**config.mk**
```make
export PLATFORM = sky130hd
export DESIGN_NAME = fetch_stage_flat
export DESIGN_NICKNAME = d
export VERILOG_FILES = /design/src/rtl/fetch_stage_if.sv /design/src/rtl/fetch_stage.sv /design/src/flat_wrapper.sv
export SDC_FILE = /design/constraint.sdc
export NUM_CORES = 1
export LEC_CHECK = 0
export ABC_CLOCK_PERIOD_IN_PS = 11100
export BUFFER_PORTS_ARGS = -buffer_cell sky130_fd_sc_hd__buf_2
export CAP_MARGIN = 20
export CORE_MARGIN = 10
export CORE_UTILIZATION = 50
export CTS_CLUSTER_DIAMETER = 100
export DETAILED_ROUTE_END_ITERATION = 6
export PLACE_DENSITY = 0.78
export SYNTH_ARGS = -nofsm -noshare
export SYNTH_HDL_FRONTEND = slang
export SYNTH_SLANG_ARGS = --single-unit
```
**constraint.sdc**
```tcl
create_clock -name clk -period 11.1 [get_ports clk]
set_clock_uncertainty 0.05 [all_clocks]
set_input_delay 0.555 -clock clk [delete_from_list [all_inputs] [get_ports clk]]
set_output_delay 0.555 -clock clk [all_outputs]
set_load 0.02 [all_outputs]
```
**src/rtl/fetch_stage_if.sv**
```systemverilog
// Instruction-memory channel between the fetch stage and instruction memory:
// a valid/ready request channel carrying the fetch address, and a valid-only
// response channel returning instructions in request order.
interface fetch_stage_if;
    logic        imem_req_valid;
    logic [31:0] imem_req_addr;
    logic        imem_req_ready;
    logic        imem_resp_valid;
    logic [31:0] imem_resp_data;

    // Fetch side: issues requests, consumes responses.
    modport master (
        output imem_req_valid,
        output imem_req_addr,
        input  imem_req_ready,
        input  imem_resp_valid,
        input  imem_resp_data
    );

    // Memory side: accepts requests, produces responses.
    modport slave (
        input  imem_req_valid,
        input  imem_req_addr,
        output imem_req_ready,
        output imem_resp_valid,
        output imem_resp_data
    );
endinterface

```
**src/rtl/fetch_stage.sv**
```systemverilog
// RV32I instruction-fetch stage with IF/ID pipeline register.
// Keeps at most one instruction-memory request in flight, absorbs decode
// stalls in a single-entry fetch buffer, and squashes wrong-path responses
// after a redirect from the decode-stage controller.
module fetch_stage #(
    parameter logic [31:0] RESET_PC  = 32'h0000_0000,
    parameter logic [31:0] NOP_INSTR = 32'h0000_0013
) (
    input  logic          clk,
    input  logic          rst_n,
    fetch_stage_if.master imem,
    input  logic          PCsrc,
    input  logic [31:0]   br_target,
    input  logic          stall_D,
    input  logic          flush_D,
    output logic [31:0]   InstD,
    output logic [31:0]   PCD,
    output logic [31:0]   PCplus4D,
    output logic          validD
);

    // S_DRAIN doubles as the discard flag: the one outstanding response
    // belongs to a squashed path and is thrown away when it arrives.
    typedef enum logic [1:0] {
        S_REQ   = 2'd0,
        S_WAIT  = 2'd1,
        S_DRAIN = 2'd2
    } state_t;

    state_t      state_q, state_d;
    logic [31:0] pcf_q, pcf_d;
    logic [31:0] req_pc_q, req_pc_d;

    logic        fb_valid_q, fb_valid_d;
    logic [31:0] fb_inst_q, fb_inst_d;
    logic [31:0] fb_pc_q, fb_pc_d;

    logic [31:0] inst_q, inst_d;
    logic [31:0] pcd_q, pcd_d;
    logic [31:0] pcp4_q, pcp4_d;
    logic        validd_q, validd_d;

    logic        req_valid;
    logic [31:0] req_addr;
    logic        handshake;
    logic        b2b_ok;
    logic        resp_take;
    logic        resp_direct;
    logic        resp_to_fb;
    logic        fb_drain;

    // Fetch addresses are always word aligned, even for a misaligned target.
    function automatic logic [31:0] word_align(input logic [31:0] a);
        return a & 32'hFFFF_FFFC;
    endfunction

    assign req_addr = word_align(pcf_q);

    // A response consumed straight into IF/ID frees the single request slot
    // in the same cycle, so the next fetch can go out immediately. A flush
    // diverts that response into the buffer, so it also blocks the overlap
    // to keep the buffer from being targeted twice.
    assign b2b_ok = imem.imem_resp_valid && !stall_D && !flush_D
                    && !fb_valid_q && !PCsrc;

    // Fetch FSM: request generation and next-state selection.
    always_comb begin
        state_d   = state_q;
        req_valid = 1'b0;
        resp_take = 1'b0;

        case (state_q)
            S_REQ: begin
                req_valid = !fb_valid_q;
            end
            S_WAIT: begin
                resp_take = imem.imem_resp_valid && !PCsrc;
                req_valid = b2b_ok;
            end
            default: begin
                req_valid = 1'b0;
            end
        endcase

        // No request may be presented while the stage is held in reset.
        req_valid = req_valid && rst_n;
        handshake = req_valid && imem.imem_req_ready;

        case (state_q)
            S_REQ: begin
                if (handshake) begin
                    state_d = PCsrc ? S_DRAIN : S_WAIT;
                end
            end
            S_WAIT: begin
                if (PCsrc) begin
                    state_d = imem.imem_resp_valid ? S_REQ : S_DRAIN;
                end else if (imem.imem_resp_valid) begin
                    state_d = handshake ? S_WAIT : S_REQ;
                end
            end
            S_DRAIN: begin
                if (imem.imem_resp_valid) begin
                    state_d = S_REQ;
                end
            end
            default: begin
                state_d = S_REQ;
            end
        endcase
    end

    // Response routing, fetch buffer, PC and IF/ID next values.
    always_comb begin
        resp_direct = resp_take && !stall_D && !flush_D && !fb_valid_q;
        resp_to_fb  = resp_take && !resp_direct;
        fb_drain    = fb_valid_q && !stall_D && !flush_D && !PCsrc;

        pcf_d = pcf_q;
        if (PCsrc) begin
            pcf_d = br_target;
        end else if (handshake) begin
            pcf_d = pcf_q + 32'd4;
        end

        req_pc_d = handshake ? req_addr : req_pc_q;

        fb_valid_d = fb_valid_q;
        fb_inst_d  = fb_inst_q;
        fb_pc_d    = fb_pc_q;
        if (PCsrc) begin
            fb_valid_d = 1'b0;
        end else begin
            if (fb_drain) begin
                fb_valid_d = 1'b0;
            end
            if (resp_to_fb) begin
                fb_valid_d = 1'b1;
                fb_inst_d  = imem.imem_resp_data;
                fb_pc_d    = req_pc_q;
            end
        end

        inst_d   = inst_q;
        pcd_d    = pcd_q;
        pcp4_d   = pcp4_q;
        validd_d = validd_q;
        if (flush_D || PCsrc) begin
            inst_d   = NOP_INSTR;
            validd_d = 1'b0;
        end else if (!stall_D) begin
            if (fb_valid_q) begin
                inst_d   = fb_inst_q;
                pcd_d    = fb_pc_q;
                pcp4_d   = fb_pc_q + 32'd4;
                validd_d = 1'b1;
            end else if (resp_direct) begin
                inst_d   = imem.imem_resp_data;
                pcd_d    = req_pc_q;
                pcp4_d   = req_pc_q + 32'd4;
                validd_d = 1'b1;
            end else begin
                inst_d   = NOP_INSTR;
                validd_d = 1'b0;
            end
        end
    end

    // Fetch control state: FSM, program counter, buffer occupancy.
    always_ff @(posedge clk or negedge rst_n) begin
        if (!rst_n) begin
            state_q    <= S_REQ;
            pcf_q      <= RESET_PC;
            fb_valid_q <= 1'b0;
        end else begin
            state_q    <= state_d;
            pcf_q      <= pcf_d;
            fb_valid_q <= fb_valid_d;
        end
    end

    // IF/ID pipeline register.
    always_ff @(posedge clk or negedge rst_n) begin
        if (!rst_n) begin
            inst_q   <= NOP_INSTR;
            pcd_q    <= 32'd0;
            pcp4_q   <= 32'd0;
            validd_q <= 1'b0;
        end else begin
            inst_q   <= inst_d;
            pcd_q    <= pcd_d;
            pcp4_q   <= pcp4_d;
            validd_q <= validd_d;
        end
    end

    // Payload registers; only ever read when qualified by control state.
    always_ff @(posedge clk) begin
        req_pc_q  <= req_pc_d;
        fb_inst_q <= fb_inst_d;
        fb_pc_q   <= fb_pc_d;
    end

    assign imem.imem_req_valid = req_valid;
    assign imem.imem_req_addr  = req_addr;

    assign InstD    = inst_q;
    assign PCD      = pcd_q;
    assign PCplus4D = pcp4_q;
    assign validD   = validd_q;

endmodule

```
**src/flat_wrapper.sv**
```systemverilog
// flat-port wrapper written by rule: the top's interface ports become plain ports
module fetch_stage_flat 
#(
    parameter logic [31:0] RESET_PC  = 32'h0000_0000,
    parameter logic [31:0] NOP_INSTR = 32'h0000_0013
)
  (clk, rst_n, PCsrc, br_target, stall_D, flush_D, InstD, PCD, PCplus4D, validD, imem_imem_req_valid, imem_imem_req_addr, imem_imem_req_ready, imem_imem_resp_valid, imem_imem_resp_data);
  fetch_stage_if imem_i ();
  input  logic clk;
  input  logic rst_n;
  input  logic PCsrc;
  input  logic [31:0] br_target;
  input  logic stall_D;
  input  logic flush_D;
  output logic [31:0] InstD;
  output logic [31:0] PCD;
  output logic [31:0] PCplus4D;
  output logic validD;
  output wire logic [$bits(imem_i.imem_req_valid)-1:0] imem_imem_req_valid;
  output wire logic [$bits(imem_i.imem_req_addr)-1:0] imem_imem_req_addr;
  input wire logic [$bits(imem_i.imem_req_ready)-1:0] imem_imem_req_ready;
  input wire logic [$bits(imem_i.imem_resp_valid)-1:0] imem_imem_resp_valid;
  input wire logic [$bits(imem_i.imem_resp_data)-1:0] imem_imem_resp_data;
  assign imem_imem_req_valid = imem_i.imem_req_valid;
  assign imem_imem_req_addr = imem_i.imem_req_addr;
  assign imem_i.imem_req_ready = imem_imem_req_ready;
  assign imem_i.imem_resp_valid = imem_imem_resp_valid;
  assign imem_i.imem_resp_data = imem_imem_resp_data;
  fetch_stage #(.RESET_PC(RESET_PC), .NOP_INSTR(NOP_INSTR)) u_core (.clk(clk), .rst_n(rst_n), .imem(imem_i), .PCsrc(PCsrc), .br_target(br_target), .stall_D(stall_D), .flush_D(flush_D), .InstD(InstD), .PCD(PCD), .PCplus4D(PCplus4D), .validD(validD));
endmodule
```
==> metrics.md, run 1 <==
| Metric | Value |
|---|---|
| Lkg Pwr | between 0.004 and 0.005 µW |
| Final Routed Wirelength | approximately 23,000 µm |
| Worst path top cell family by delay | buffers and inverters |
| Pin count of the biggest net entering global routing | 114 |
| Post-synth EDFFs | 92 |
| Floorplan core area | about 19,000 µm² |
| Final HPWL DP | roughly 17,000 µm |
| Mapped cell area | about 9600 µm² |
| Row count | 50 |
| Clk Latency, worst-skew pair | 0.51 ns |
| Critical path's slowest cell | or3_1 |
| Crit path arrival time | 3.61 ns |
| #FFs+latches synth | 218 |
| CP Buf/Inv Count | 2 |
| H-Tree Depth | 1 |
| DRC Markers | 0 |
| Setup violations, final | 0 |
| Die Area | around 25,000 µm² |
| Worst Setup End Kind | flop |
| Final WS setup | 7.82 ns |
| I/O pin count | about 200 |
| Final Hold Vio Count | 0 |
| Tightest Pin Transition | between 1 and 1.5 ns |
| RSZ-0062 raised after global routing | no |
| Grt ovf | 0 |
| Slew headroom | a little under a third |
| Syn Area/Cell | around 11 µm² |
| Fin crit share | between 20% and 30% |
| Initial DRC Count | 476 |
| Resized cells post-CTS | 0 |
| Routed Antenna Nets | 0 |
| Via Count | 7,071 |
| Fraction of layout cells with a size suffix above 1 | 24.8% |
| Max IR drop VDD | ~96 µV |
| Power Density | 179 nW/µm² |
| Post-synthesis sequential area ratio | around three fifths |
| Drt first pass iters | 5 |
| Distinct cell type count after synthesis | 62 |
| IO buf count | 192 |
| Initial Util | 51.0% |
| Top FF cell, synth | dfrtp_1 |
| Final layout net count | between 1,000 and 1,500 |
| Postcts setup bufs | 0 |
| CTS tree | done |
| Bufs on Longest Clock Path | 3 |
| Root buffer cell | clkbuf_16 |
| Clock-pin slew of the registers on the worst-case setup and hold paths | 0.06 ns |
| Post-Syn Instances | roughly 840 |
| Initial antenna violation count | 1 |
| P&R area growth vs syn | 20.1% |
| Critical Path Max Stage Delay | 0.89 ns |
| Status | finished, final reports clean |
| Max Slew Vio Count | 0 |
| Via/cell ratio | 5.58 |
| Crit-path max FO | 113 |
| Critical path class | in2reg |
| Routed wire length per instance | 18.4 µm |
| Synth Warn # | 0 |
| DP Worst Slack | 7.23 ns |
| Upper clock frequency limit | 305 MHz |
| Total GRT Usage | between 10% and 20% |
| Ordered cell list for the critical path | buf_2 > or3_1 > a21o_2 > buf_4 > nor2_1 > a221o_1 |
| Hold buffer count at cts | 0 |
| Max-cap violations | 0 |
| Clk sinks | about 220 |
| CTS buffer count | 24 |
| Chip width | 158 µm |
| Setup TNS | 0 ns |
| Critical path data required time | 11.43 ns |
| Die Y | 158 µm |
| Async SR Flop Fraction | 57.8% |
| Vias in the first global route | ~7,000 |
| Type of the tightest min-delay check | in2async |
| Routability cong. | 0.827 |
| CP Launch Type | primary input |
| Final min period | between 3 and 4 ns |
| First-pass GRT wire length | 36,900 µm |
-- kinds of logic (layout without fill, tap and decap cells) --
| kind of cell | Yosys count | after routing | synth area share, % |
|---|---|---|---|
| AO/OA/AOI/OAI | 189 | 189 | 12.3 |
| XOR/XNOR | 45 | 45 | 4.12 |
| adder cells (fa/ha/maj) | 2 | 2 | 0.261 |
| buffers and inverters | 63 | 253 | 3.14 |
| flip-flops | 218 | 218 | 61.9 |
| multiplexers | 29 | 29 | 3.10 |
| other | 1 | 8 | 0.0392 |
| AND/OR/NAND/NOR | 290 | 290 | 15.2 |
-- synthesized netlist by cell type, types with 12 or more instances --
library cell | count | area, µm²
nand4_1 | 15 | 93.8
a22oi_1 | 32 | 240
mux2i_1 | 24 | 240
nor2_1 | 17 | 63.8
o21ai_0 | 98 | 490
dfrtp_1 | 123 | 3080
nand3b_1 | 12 | 90.1
xnor2_1 | 40 | 350
nor4_1 | 16 | 100
nand3_1 | 23 | 115
and3_1 | 12 | 75.1
nand2_1 | 147 | 552
edfxtp_1 | 92 | 2760
nor3_1 | 17 | 85.1
clkbuf_1 | 36 | 135
-- sequential cells by signal, summed over array words and instances (netlist names) --
signal / flops
u_core.InstD: 32
u_core.PCD: 30
u_core.PCplus4D: 30
u_core.fb_inst_q: 32
u_core.fb_pc_q: 30
u_core.fb_valid_q: 1
u_core.pcf_q: 30
u_core.req_pc_q: 30
u_core.state_q: 2
u_core.validD: 1
-- layer usage --
layer	part of all wire (%)	track usage [%]	up-vias
met3	7.1	3.70	33
li1	-	-	3398
met2	45	27.7	217
met5	0	0	-
met4	1.5	4.76	0
met1	46	25.8	3423
-- where the power goes --
| group | internal, µW | leakage [µW] | switching, µW | total (µW) |
|---|---|---|---|---|
| combinational | 101 | 0.00194 | 191 | 292 |
| clock | 486 | 0.000387 | 303 | 789 |
| sequential | 919 | 0.00248 | 57.0 | 976 |
| total | 1510 | 0.00481 | 551 | 2060 |
-- area by class of cell --
class                           instances  area, µm²
Antenna cell                            2       5.00
Multi-Input combinational cell        561       3390
Sequential cell                       218       5920
Timing Repair Buffer                  201       1060
Clock inverter                         13        136
Inverter                                8       30.0
Clock buffer                           31        658
Tap cell                              234        293
Fill cell                            1483       7280
-- final timing paths --
path                       slack [ns]                    start  depth (start not counted)                    to
min in group clk                 0.19  imem_imem_resp_data[13]                          1  u_core.fb_inst_q[13]
max                              7.82                    PCsrc                          6   u_core.PCplus4D[31]
min reg2reg                      0.40      u_core.req_pc_q[29]                          0    u_core.fb_pc_q[29]
min                              0.06                    rst_n                          1       u_core.pcf_q[9]
max in group asynchronous        9.44                    rst_n                          2     u_core.fb_valid_q
max reg2reg                      7.88        u_core.fb_valid_q                          4     u_core.fb_pc_q[2]
-- metrics by stage --
| step | total power [µW] | utilization (%) | std cells | hold WS (ns) | area, µm² |
|---|---|---|---|---|---|
| final | 2060 | 61.2 | 1268 | 0.0559 | 11500 |
| after CTS | 2070 | 61.0 | 1264 | 0.0879 | 11400 |
| after global placement | 1280 | 56.7 | 1220 | 0.382 | 10700 |
| after detailed placement | 1290 | 56.7 | 1220 | 0.388 | 10700 |
| after floorplan | 1160 | - | 842 | 0.209 | 9590 |
| after global routing | 2150 | 61.2 | 1266 | 0.107 | 11500 |
-- worst reg2reg max path: stages, from the launching register on --
cell and delay, ns:
dfrtp_4 0.77, buf_4 0.64, nor4_2 0.17, nor2_4 0.72, buf_4 0.52
-- cells in the final DEF, fill, tap and decap left out, types with 6 or more instances in the layout --
cell type and count:
nand4_1 15, nand3_1 23, o21ai_1 6, nand2_1 147, nand3b_1 12, nor3_1 17, inv_1 8, and3_1 12
xnor2_1 40, clkbuf_16 25, nor2_1 16, a22oi_1 32, buf_2 191, a21oi_1 8, buf_4 8, edfxtp_1 92
nor4_1 15, mux2i_1 24, o21ai_0 98, conb_1 6, dfrtp_1 122, o31ai_1 6, o31a_1 6
(Power assumes the default switching activity.)
==> inputs of run 2 (changes only) <==
--- a/config.mk
+++ b/config.mk
@@ -5,14 +5,15 @@
 export SDC_FILE = /design/constraint.sdc
 export NUM_CORES = 1
 export LEC_CHECK = 0
-export ABC_CLOCK_PERIOD_IN_PS = 11100
+export ABC_AREA = 1
+export ABC_CLOCK_PERIOD_IN_PS = 2970
 export BUFFER_PORTS_ARGS = -buffer_cell sky130_fd_sc_hd__buf_2
 export CAP_MARGIN = 20
 export CORE_MARGIN = 10
 export CORE_UTILIZATION = 50
 export CTS_CLUSTER_DIAMETER = 100
 export DETAILED_ROUTE_END_ITERATION = 6
-export PLACE_DENSITY = 0.78
+export PLACE_DENSITY = 0.8
 export SYNTH_ARGS = -nofsm -noshare
 export SYNTH_HDL_FRONTEND = slang
 export SYNTH_SLANG_ARGS = --single-unit
==> constraint.sdc (replaced) <==
create_clock -name clk -period 2.97 [get_ports clk]
set_clock_uncertainty 0.05 [all_clocks]
set_input_delay 0.1485 -clock clk [delete_from_list [all_inputs] [get_ports clk]]
set_output_delay 0.1485 -clock clk [all_outputs]
set_load 0.02 [all_outputs]
==> run 2 against run 1 <==
Net effect: non-clock buffer count rose by 72; hold slack improved by 0.028 ns; core utilization rose by 2.4 points; final area rose by 12%; cell count rose by 37%; critical endpoint is now u_core.PCplus4D[24].
==> metrics.md, run 2 <==
| Metric | Value |
|---|---|
| Status | finished, final reports clean |
| H-Tree Depth | 1 |
| Post-synthesis sequential area ratio | 57.5% |
| Final min period | 2.49 ns |
| Power Density | 744 nW/µm² |
| Final Routed Wirelength | approximately 29,000 µm |
| Crit-path max FO | 28 |
| Initial Util | 50.8% |
| Initial antenna violation count | 4 |
| Post-synthesis compound-gate area fraction | between 5 and 6% |
| Final Hold Vio Count | 0 |
| First-pass GRT wire length | 45,700 µm |
| Vias in the first global route | 8,745 |
| Die Area | 26,700 µm² |
| Count leader, synth | nand2_1 |
| Post-synthesis xor/xnor area fraction | 2.04% |
| Worst path top cell family by delay | simple AND/OR/NAND/NOR gates |
| Final layout net count | 1,521 |
| Largest area contributor in the netlist | dfrtp_1 |
| Post-synth EDFFs | 92 |
| Via/cell ratio | between 5 and 6 |
| Upper clock frequency limit | 402 MHz |
| Setup TNS | 0 ns |
| Worst Setup End Kind | flop |
| Max Slew Vio Count | 0 |
| Via Count | around 9,000 |
| CP Buf/Inv Count | 3 |
| Post-Synth Adder-Cell Area | less than 1% |
| Inst Count DP | 1,626 |
| Fill count | 1,645 |
| Setup violations, final | 0 |
| Floorplan core area | between 20,000 and 25,000 µm² |
| Fin crit share | 83.8% |
| Synth top area share | between 20% and 30% |
| Most common cell after layout, fill and taps aside | nand2_1 |
| Routability cong. | 0.902 |
| IO buf count | around 190 |
| Final instance area | approximately 13,000 µm² |
| Mapped cell area | 10,300 µm² |
| Critical path data required time | 3.32 ns |
| Max-cap violations | 0 |
| Crit path arrival time | 2.83 ns |
| Top FF cell, synth | dfrtp_1 |
| CTS buffer count | 23 |
| Type of the tightest min-delay check | in2async |
| Tightest Pin Transition | 0.859 ns |
| Critical path class | reg2reg |
| Ranking of synthesized cells by area | dfrtp_1 (30%), edfxtp_1 (27%), nand2_1 (17%) |
| Row count | 52 |
| Lkg Pwr | 0.00622 µW |
| CTS tree | done |
| Routed Antenna Nets | 0 |
| Initial DRC Count | 812 |
| Main combinational cell family by area after synthesis | simple AND/OR/NAND/NOR gates |
| Post-Syn Instances | 1,194 |
| Synth Warn # | 0 |
| Ordered cell list for the critical path | clkinv_2 > o21ai_2 > ha_1 > inv_1 > nor2_2 > inv_1 > nor2_1 > nand2_1 > nand2_1 > nand2_1 > nand2_1 > nand2_1 |
| Clk Latency, worst-skew pair | 0.51 ns |
| Clock-pin slew of the registers on the worst-case setup and hold paths | 0.07 ns |
| Max IR drop VDD | around 460 µV |
| R2R cell count | 12 |
| Reg2reg start | u_core.fb_valid_q |
| Final WS setup | about 0.48 ns |
| Clk sinks | 218 |
| Routed wire length per instance | 16.6 µm |
| Mux cell area share after synthesis | 0.0973% |
| Async SR Flop Fraction | 57.8% |
| Fraction of layout cells with a size suffix above 1 | 18.9% |
| CP most frequent cell | nand2_1 |
| P&R area growth vs syn | 25.2% |
| Slew headroom | 42.6% |
| Final Non-Filler Cells | 1,738 |
| Syn Area/Cell | 8.62 µm² |
| Critical path's slowest cell | dfrtp_2 |
| Distinct cell type count after synthesis | 42 |
| R2r endpoint | u_core.PCplus4D[24] |
| Grt ovf | 0 |
| Die Y | 163 µm |
| Post-Route Utilization | 63.7% |
| Total GRT Usage | a little over a fifth |
| Total stage count of the critical path | 12 |
| Root buffer cell | clkbuf_16 |
| R2r setup slk | 0.48 ns |
| Post-DP Area | 11,400 µm² |
| #FFs+latches synth | approximately 220 |
| Final HPWL DP | 19,600 µm |
| Drt first pass iters | 5 |
| Bufs on Longest Clock Path | 3 |
| Simple-Gate Fraction of Synth Area | 28.6% |
| DRC Markers | 0 |
| I/O pin count | between 200 and 250 |
| Chip width | about 160 µm |
| Commonest cells after routing, fill and taps aside | nand2_1 (479), buf_2 (191), dfrtp_1 (122) |
| RSZ-0062 raised after global routing | no |
| Synth top cells by count | nand2_1 (479), dfrtp_1 (123), nor2_1 (95) |
| DP Worst Slack | roughly 0.5 ns |
| Resized cells post-CTS | 0 |
| CP Launch Type | flop |
| Critical Path Max Stage Delay | 0.49 ns |
| Pin count of the biggest net entering global routing | 53 |
run 2: changes by cell type after synthesis, moves of 15 or more:
cell,before,now
a22oi_1,32,0
o21ai_0,98,55
xnor2_1,40,7
nor2_1,17,95
mux2i_1,24,1
nand2_1,147,479
clkbuf_1,36,21
inv_1,8,92
nand3_1,23,92
nor4_1,16,0
run 2: how the worst max path moves through the flow:
stage | from | endpoint | slack, ns
2_1_floorplan | u_core.fb_valid_q | u_core.fb_inst_q[0] | 0.002
3_3_place_gp | u_core.fb_valid_q | u_core.PCplus4D[24] | 0.53
3_5_place_dp | u_core.fb_valid_q | u_core.PCplus4D[24] | 0.49
4_1_cts | u_core.fb_valid_q | u_core.PCplus4D[24] | 0.48
5_1_grt | u_core.fb_valid_q | u_core.PCplus4D[30] | 0.21
6_report | u_core.fb_valid_q | u_core.PCplus4D[24] | 0.48
run 2: cells by family (layout without fill, tap and decap cells):
kind of cell / Yosys count / after routing
AOI/OAI and AO/OA: 91 / 91
and+or+nand+nor: 711 / 711
xor gates and xnor gates: 24 / 24
adders and majority gates: 2 / 2
buffers and inverters: 146 / 411
muxes: 1 / 1
other: 1 / 10
DFF: 218 / 218
run 2: metal layers:
metal  vias to the layer above  wire, µm  global-route usage (%)
met5                         -         0                       0
met4                         0       845                    8.16
met3                        67      2360                    4.53
met2                       392     13600                    33.7
met1                      4152     12000                    27.4
li1                       4345         -                       -
run 2: worst reg2reg max path, delay by kind of cell, from the launching register on:
| kind | cells | cell delay (ns) |
|---|---|---|
| buffers and inverters | 3 | 0.55 |
| DFF | 1 | 0.49 |
| AOI/OAI and AO/OA | 1 | 0.36 |
| and+or+nand+nor | 7 | 0.74 |
| adders and majority gates | 1 | 0.19 |
run 2: repair_timing:
action                                 4_1_cts  5_1_grt
buffers inserted                             0        0
hold buffers                                67        0
endpoints found under the hold margin      137        0
run 2: area by class of cell:
type	instances	area, µm²	area share (%)
timing repair buffer	273	1740	13.5
tap	270	338	2.62
sequential	218	5920	46.0
clock inverter	14	134	1.04
antenna	4	10.0	0.0777
clock buffer	27	621	4.82
inverter	97	365	2.84
multi-input combinational	835	3750	29.1
run 2: report_power, final:
group	leakage, µW	switching (µW)	internal [µW]
clock	0.000376	1180	1670
sequential	0.00247	425	3750
combinational	0.00338	1720	827
run 2: metrics by stage:
step,power (µW),hold slack [ns]
after global routing,10100,0.129
after CTS,9630,0.0810
after detailed placement,6700,0.0557
after floorplan,5750,-0.197
final,9580,0.0841
after global placement,6620,0.0520
